File: src/rtl/fir_decim_buf.sv
// fir_decim_buf: decimating output buffer for the direct-form FIR filter.
//
// Keeps one filter output sample in every `decim` (the first strobed sample
// after reset is kept) and queues kept samples in a first-word-fall-through
// FIFO. The consumer drains the FIFO through a valid/ready port. The filter
// is never stalled: a kept sample that finds the FIFO full, with no pop in
// the same cycle, is dropped and raises the sticky `ovf` flag.
//
// Parameters
//   width   sample width in bits (signed, two's complement)
//   decim   decimation factor, 1..256
//   depth   FIFO depth in samples, power of two, >= 2
//
// Ports
//   clk      clock
//   rst      synchronous active-high reset
//   cke      input sample strobe, qualifies din
//   din      filter output sample
//   m_valid  FIFO not empty
//   m_ready  consumer accepts m_data when m_valid && m_ready
//   m_data   FIFO head, 0 while empty
//   level    FIFO occupancy, 0..depth
//   ovf      sticky overflow flag
//   clr_ovf  clears ovf (a same-cycle overflow wins)
module fir_decim_buf #(
  parameter int unsigned width = 16,
  parameter int unsigned decim = 4,
  parameter int unsigned depth = 8
) (
  input  logic                     clk,
  input  logic                     rst,
  input  logic                     cke,
  input  logic [width-1:0]         din,
  output logic                     m_valid,
  input  logic                     m_ready,
  output logic [width-1:0]         m_data,
  output logic [$clog2(depth):0]   level,
  output logic                     ovf,
  input  logic                     clr_ovf
);

  localparam int unsigned AW = $clog2(depth);
  // A one-bit phase counter still works for decim == 1: it never leaves 0.
  localparam int unsigned PW = (decim > 1) ? $clog2(decim) : 1;
  localparam logic [PW-1:0] PhLast = PW'(decim - 1);
  localparam logic [AW:0] LevelFull = (AW + 1)'(depth);

  logic [PW-1:0]    ph_q, ph_d;
  logic [AW-1:0]    wptr_q, wptr_d;
  logic [AW-1:0]    rptr_q, rptr_d;
  logic [AW:0]      level_q, level_d;
  logic             ovf_q, ovf_d;
  logic [width-1:0] mem_q [depth];

  logic keep;
  logic full;
  logic pop;
  logic push;
  logic drop;

  // Transfer decisions.
  always_comb begin
    keep = cke && (ph_q == '0);
    full = (level_q == LevelFull);
    pop  = m_valid && m_ready;
    // A pop frees the head slot in the same cycle, so a full FIFO can still
    // accept a push when it is also being drained.
    push = keep && (!full || pop);
    drop = keep && full && !pop;
  end

  // Next-state logic.
  always_comb begin
    ph_d = ph_q;
    if (cke) begin
      ph_d = (ph_q == PhLast) ? '0 : ph_q + 1'b1;
    end

    wptr_d = push ? wptr_q + 1'b1 : wptr_q;
    rptr_d = pop  ? rptr_q + 1'b1 : rptr_q;

    level_d = level_q;
    unique case ({push, pop})
      2'b10:   level_d = level_q + 1'b1;
      2'b01:   level_d = level_q - 1'b1;
      default: level_d = level_q;
    endcase

    ovf_d = ovf_q;
    if (drop) begin
      ovf_d = 1'b1;
    end else if (clr_ovf) begin
      ovf_d = 1'b0;
    end
  end

  always_ff @(posedge clk) begin
    if (rst) begin
      ph_q    <= '0;
      wptr_q  <= '0;
      rptr_q  <= '0;
      level_q <= '0;
      ovf_q   <= 1'b0;
    end else begin
      ph_q    <= ph_d;
      wptr_q  <= wptr_d;
      rptr_q  <= rptr_d;
      level_q <= level_d;
      ovf_q   <= ovf_d;
    end
  end

  // Storage is not reset; the pointers define which entries are live. When a
  // push and pop coincide at full, wptr == rptr and the popped head slot is
  // overwritten by the new tail, which is exactly the intended result.
  always_ff @(posedge clk) begin
    if (!rst && push) begin
      mem_q[wptr_q] <= din;
    end
  end

  // Outputs depend only on registered state, never on m_ready.
  always_comb begin
    m_valid = (level_q != '0);
    m_data  = m_valid ? mem_q[rptr_q] : '0;
    level   = level_q;
    ovf     = ovf_q;
  end

endmodule

File: config.mk
export PLATFORM = sky130hd
export DESIGN_NAME = fir_decim_buf
export DESIGN_NICKNAME = d
export VERILOG_FILES = /design/src/rtl/fir_decim_buf.sv
export SDC_FILE = /design/constraint.sdc
export NUM_CORES = 1
export LEC_CHECK = 0
export ABC_AREA = 1
export CAP_MARGIN = 15
export CORE_AREA = 2 2 115 95
export CTS_BUF_LIST = sky130_fd_sc_hd__clkbuf_8
export DETAILED_ROUTE_END_ITERATION = 8
export DIE_AREA = 0 0 117 97
export PLACE_DENSITY_LB_ADDON = 0.08
export SETUP_SLACK_MARGIN = 0.15
export SLEW_MARGIN = 10
export SYNTH_ARGS = -nofsm -noshare
export SYNTH_HDL_FRONTEND = slang
export SYNTH_SLANG_ARGS = --single-unit
File: constraint.sdc
create_clock -name clk -period 3.2 [get_ports clk]
set_clock_uncertainty 0.1 [all_clocks]
set_input_delay 0.64 -clock clk [delete_from_list [all_inputs] [get_ports clk]]
set_output_delay 0.64 -clock clk [all_outputs]
set_load 0.1 [all_outputs]
Word-level counts from Yosys, hierarchy flattened --
Memories as Yosys holds them, arrays and structs flattened. A register that Yosys moved wholly into a read port is not among the register bits. Cells that the tools add are included.
Word-level totals: memories 1, flip-flop bits (word level) 13, RAM bits 128, logic and storage cells 38
Memories:
- mem_q | words 8, bits a word 16, read ports 1, clocked after memory_dff 1, wr ports 1, line 53 | logic [width-1:0] mem_q [depth];
Operators by class: muxes and demuxes 9, reduce and logical (&&, ||, !) cells 14, equal/unequal tests 4, add/sub/neg operators 5
Operator list (count):
- 16-bit two-way mux | 1
- 4-bit case mux with 2 select lines | 1
- 3-bit by 1-bit adder with 3-bit output, second input constant | 2
- 1-bit logical AND | 6
- 3-bit two-way mux | 2
- 4-bit by 1-bit adder with 4-bit output, second input constant | 1
- 2-bit equality test, second input constant | 2
- 4-bit equality test, second input constant | 1
- 1-bit two-way mux | 4
- 2-bit nonzero test | 2
- 4-bit nonzero test | 1
- 4-bit by 1-bit subtractor with 4-bit output, second input constant | 1
- 1-bit logical NOT | 3
- 2-bit by 1-bit adder with 2-bit output, second input constant | 1
- 2-bit by 1-bit equality test with 1-bit output, second input constant | 1
- 2-bit logical NOT | 1
- 2-bit two-way mux | 1
- 1-bit logical OR | 1

Longest topological paths before layout --
depth after elaboration 7, depth in mapped cells 14, mapped depth without buffers 14

Worst setup path before layout --
OpenSTA, ideal clock, no wires.
path type flip-flop to output port, from reg level_q[0] (netlist: level[0]), to out m_data[10], setup slack -0.822 ns, data required time 2.460 ns, arrival time 3.282 ns, stages on the path, launching flop included 7, cell sequence dfxtp_1 -> nor2_4 -> nand2_4 -> buf_6 -> buf_2 -> o21ai_1 -> nor2_1
On the way: cells in the longest elaborated chain, start to end 2
RTL lines:
- from (decl) | line 51 | logic [AW:0] level_q, level_d;
- from (signal assigned) | line 108 | level_q <= level_d;
- 4-bit nonzero test | line 124 | m_valid = (level_q != '0);
- named net m_valid | line 34 | output logic m_valid,
- 16-bit two-way mux | line 125 | m_data = m_valid ? mem_q[rptr_q] : '0;
- to (decl) | line 36 | output logic [width-1:0] m_data,
The timed path passes the listed nets, and every way through them passes these cells.

==> metrics.txt <==
Req. time, crit path=2460 ps; Setup CP Type=register to output pin; post-synth top area cell=edfxtp_1; die area=11,350 um2; htree depth=4; slew margin rel.=58.10%; Psw=2921 uW; Vias/cell=5.442; crit path DAT=2120 ps; post-synthesis xor/xnor area fraction=0.1468%; register area share after synthesis=69.78%; num ports=43; MaxCap Viol Count=0; Core Rows=33; Hold Slack=375.7 ps; Flop pwr share=32.8%; Max VDD drop=0.6862 mV; leakage=0.002506 uW; fmax=350.2 MHz; Distinct cells, synth=29; register area=4172 um2; layout cells sized above 1=21.89%; Final TNS setup=0 ps; post-layout util=71.29%; IO Port Bufs=42; Worst R2R End=mem_q[0][3]; status=complete, no violations; antenna violations before repair=0; sw frac=43.83%; r2r worst-path depth=9; FILL cells=720; area of the multi-input gates=1687 um2; Routed Antenna Nets=0; ys async rst share=0%; EDFF count, synth=128; CTS tree=built; Internal Pwr Total=3745 uW; detailed router's first-iteration violation count=280; CP endpoint=m_data[9]; Worst-Margin Slew=627.8 ps; Cell Area, Synth=5967 um2; fin crit share=89.23%; WL final=11,520 um; top cells by area, synth=edfxtp_1 64%, nor2_1 8.7%, dfxtp_1 5.4%, o21ai_1 4.4%, o21ai_0 2.8%; overall power=6666 uW; main combinational cell family by area after synthesis=simple AND/OR/NAND/NOR gates; Initial Util=58.99%; clk sink count=144; Simple-Gate Fraction of Synth Area=13.04%; commonest cells in the netlist=138 x nor2_1, 128 x edfxtp_1, 53 x o21ai_1; Final #Nets=575; setup bufs post-CTS=0; max-slew violation count=0; Detailed Place HPWL=7098 um; Reg clk slew, reported paths=80 ps; Compound-Gate Fraction of Synth Area=11.81%; Resize count post-CTS=0; DIE HEIGHT=97 um; flop2flop setup slack=1150 ps; DR vias=3,820; ant diodes=0; clock buffer depth=2; global-route wire length before repair=18,510 um; top cell type's share of synthesized area=64.42%; post-synthesis mux area share=0%; CTS root buffer=clkbuf_8; RSZ-0062 raised after global routing=no; Placer Congestion=0.8106; Overall Global Routing Usage=21.97%; Startpoint Class=register; Die X=117 um; Primary FF master, synth=edfxtp_1; min Tclk post-route=2855 ps; 1st-pass router iterations=4; Critical Path Fanout Max=19; core area=10,120 um2; hold_buf cts=0; Hold/Removal Path Class=register to register; Clock Power Share=19.1%; Logic pwr share=48.1%; count leader, synth=nor2_1; Layout area overhead=20.86%; Synth Net Count=521; Synth Warn #=0; final setup fails=0; vias in the first global route=3,697; # DRC=0; worst skew pair latency=440 ps; Mapped Cells=495; WL per Instance=16.41 um; Worst setup EP type=output pin; Final Hold Fails=0; post-synthesis adder-cell area fraction=1.048%; Syn Area/Cell=12.05 um2; r2r startpoint=ph_q[0]; pin count of the biggest net entering global routing=65; Pwr per Cell Area=924.3 nW/um2; #FFs+latches synth=144; Remaining Overflow, GRT=0; total CTS buffers=17
how the worst min path moves through the flow:
stage / start / to / slack (ps) / cells past startpoint
after floorplan: rptr_q[2] / register / 330 / 2
after global placement: rptr_q[2] / rptr_q[2] / 350 / 2
after detailed placement: rptr_q[2] / rptr_q[2] / 350 / 2
after CTS: rptr_q[2] / register / 380 / 2
after global routing: ovf / ovf / 390 / 2
final: ovf / ovf / 380 / 2
power groups by stage:
stage	clock, uW	sequential (uW)	combinational [uW]
3_5_place_dp	0	2230	3210
6_report	1270	2190	3210
5_1_grt	1380	2200	3400
2_1_floorplan	0	2330	2200
3_3_place_gp	0	2230	3190
4_1_cts	1310	2190	3220
flip-flops by register name, indices dropped and copies added (netlist names), named ones only:
register / count
rptr_q: 3
wptr_q: 3
mem_q: 128
ph_q: 2
ovf: 1
level: 4
area by class of cell:
cell class	instances	share of cell area, %
clock buffers	17	3.244
clock inverters	15	1.666
inverters	21	1.093
multi-input cells	304	23.39
flip-flops and latches	144	57.84
well taps	140	2.429
repair buffers	61	10.34
layer usage:
metal | vias up | track usage (%) | wire, um
met1 | 1841 | 31.90 | 5399
met5 | - | 0 | 0
met4 | 0 | 9.321 | 144
li1 | 1870 | - | -
met2 | 93 | 32.24 | 5366
met3 | 16 | 4.887 | 613
logic make-up (layout without fill, tap and decap cells):
group | after synthesis | after routing
AND/OR/NAND/NOR | 185 | 185
flip-flops | 144 | 144
AO/OA/AOI/OAI | 113 | 113
buffers and inverters | 47 | 114
adder cells (fa/ha/maj) | 5 | 5
XOR/XNOR | 1 | 1
layout by cell type, fill, tap and decap left out, types with 6 or more instances in the layout:
cell type / count
dfxtp_2: 6
nor3_2: 6
buf_12: 19
inv_1: 19
buf_4: 22
nor2_1: 122
o21ai_1: 53
nor2_2: 8
nor2_4: 10
edfxtp_1: 128
clkinvlp_4: 6
o32ai_1: 6
nand2_1: 21
o32ai_2: 10
o21ai_0: 33
dfxtp_1: 10
clkdlybuf4s50_1: 20
clkbuf_8: 17
a21oi_1: 10
worst max-delay path, stage by stage, from the launching register on:
cell,delay [ps]
dfxtp_2,390
inv_2,310
buf_4,290
nor2_1,70
o32ai_2,190
nor2_1,100
nor2_4,120
buf_12,180
per-stage QoR:
step / cell area, um2 / instances / worst slack, ps
4_1_cts: 7212 / 702 / 320.3
3_5_place_dp: 6858 / 670 / 522.9
2_1_floorplan: 6057 / 495 / 224.5
3_3_place_gp: 6858 / 670 / 627.7
6_report: 7212 / 702 / 344.5
5_1_grt: 7212 / 702 / 156.2
Note: power is estimated with default switching activity, not from simulation.
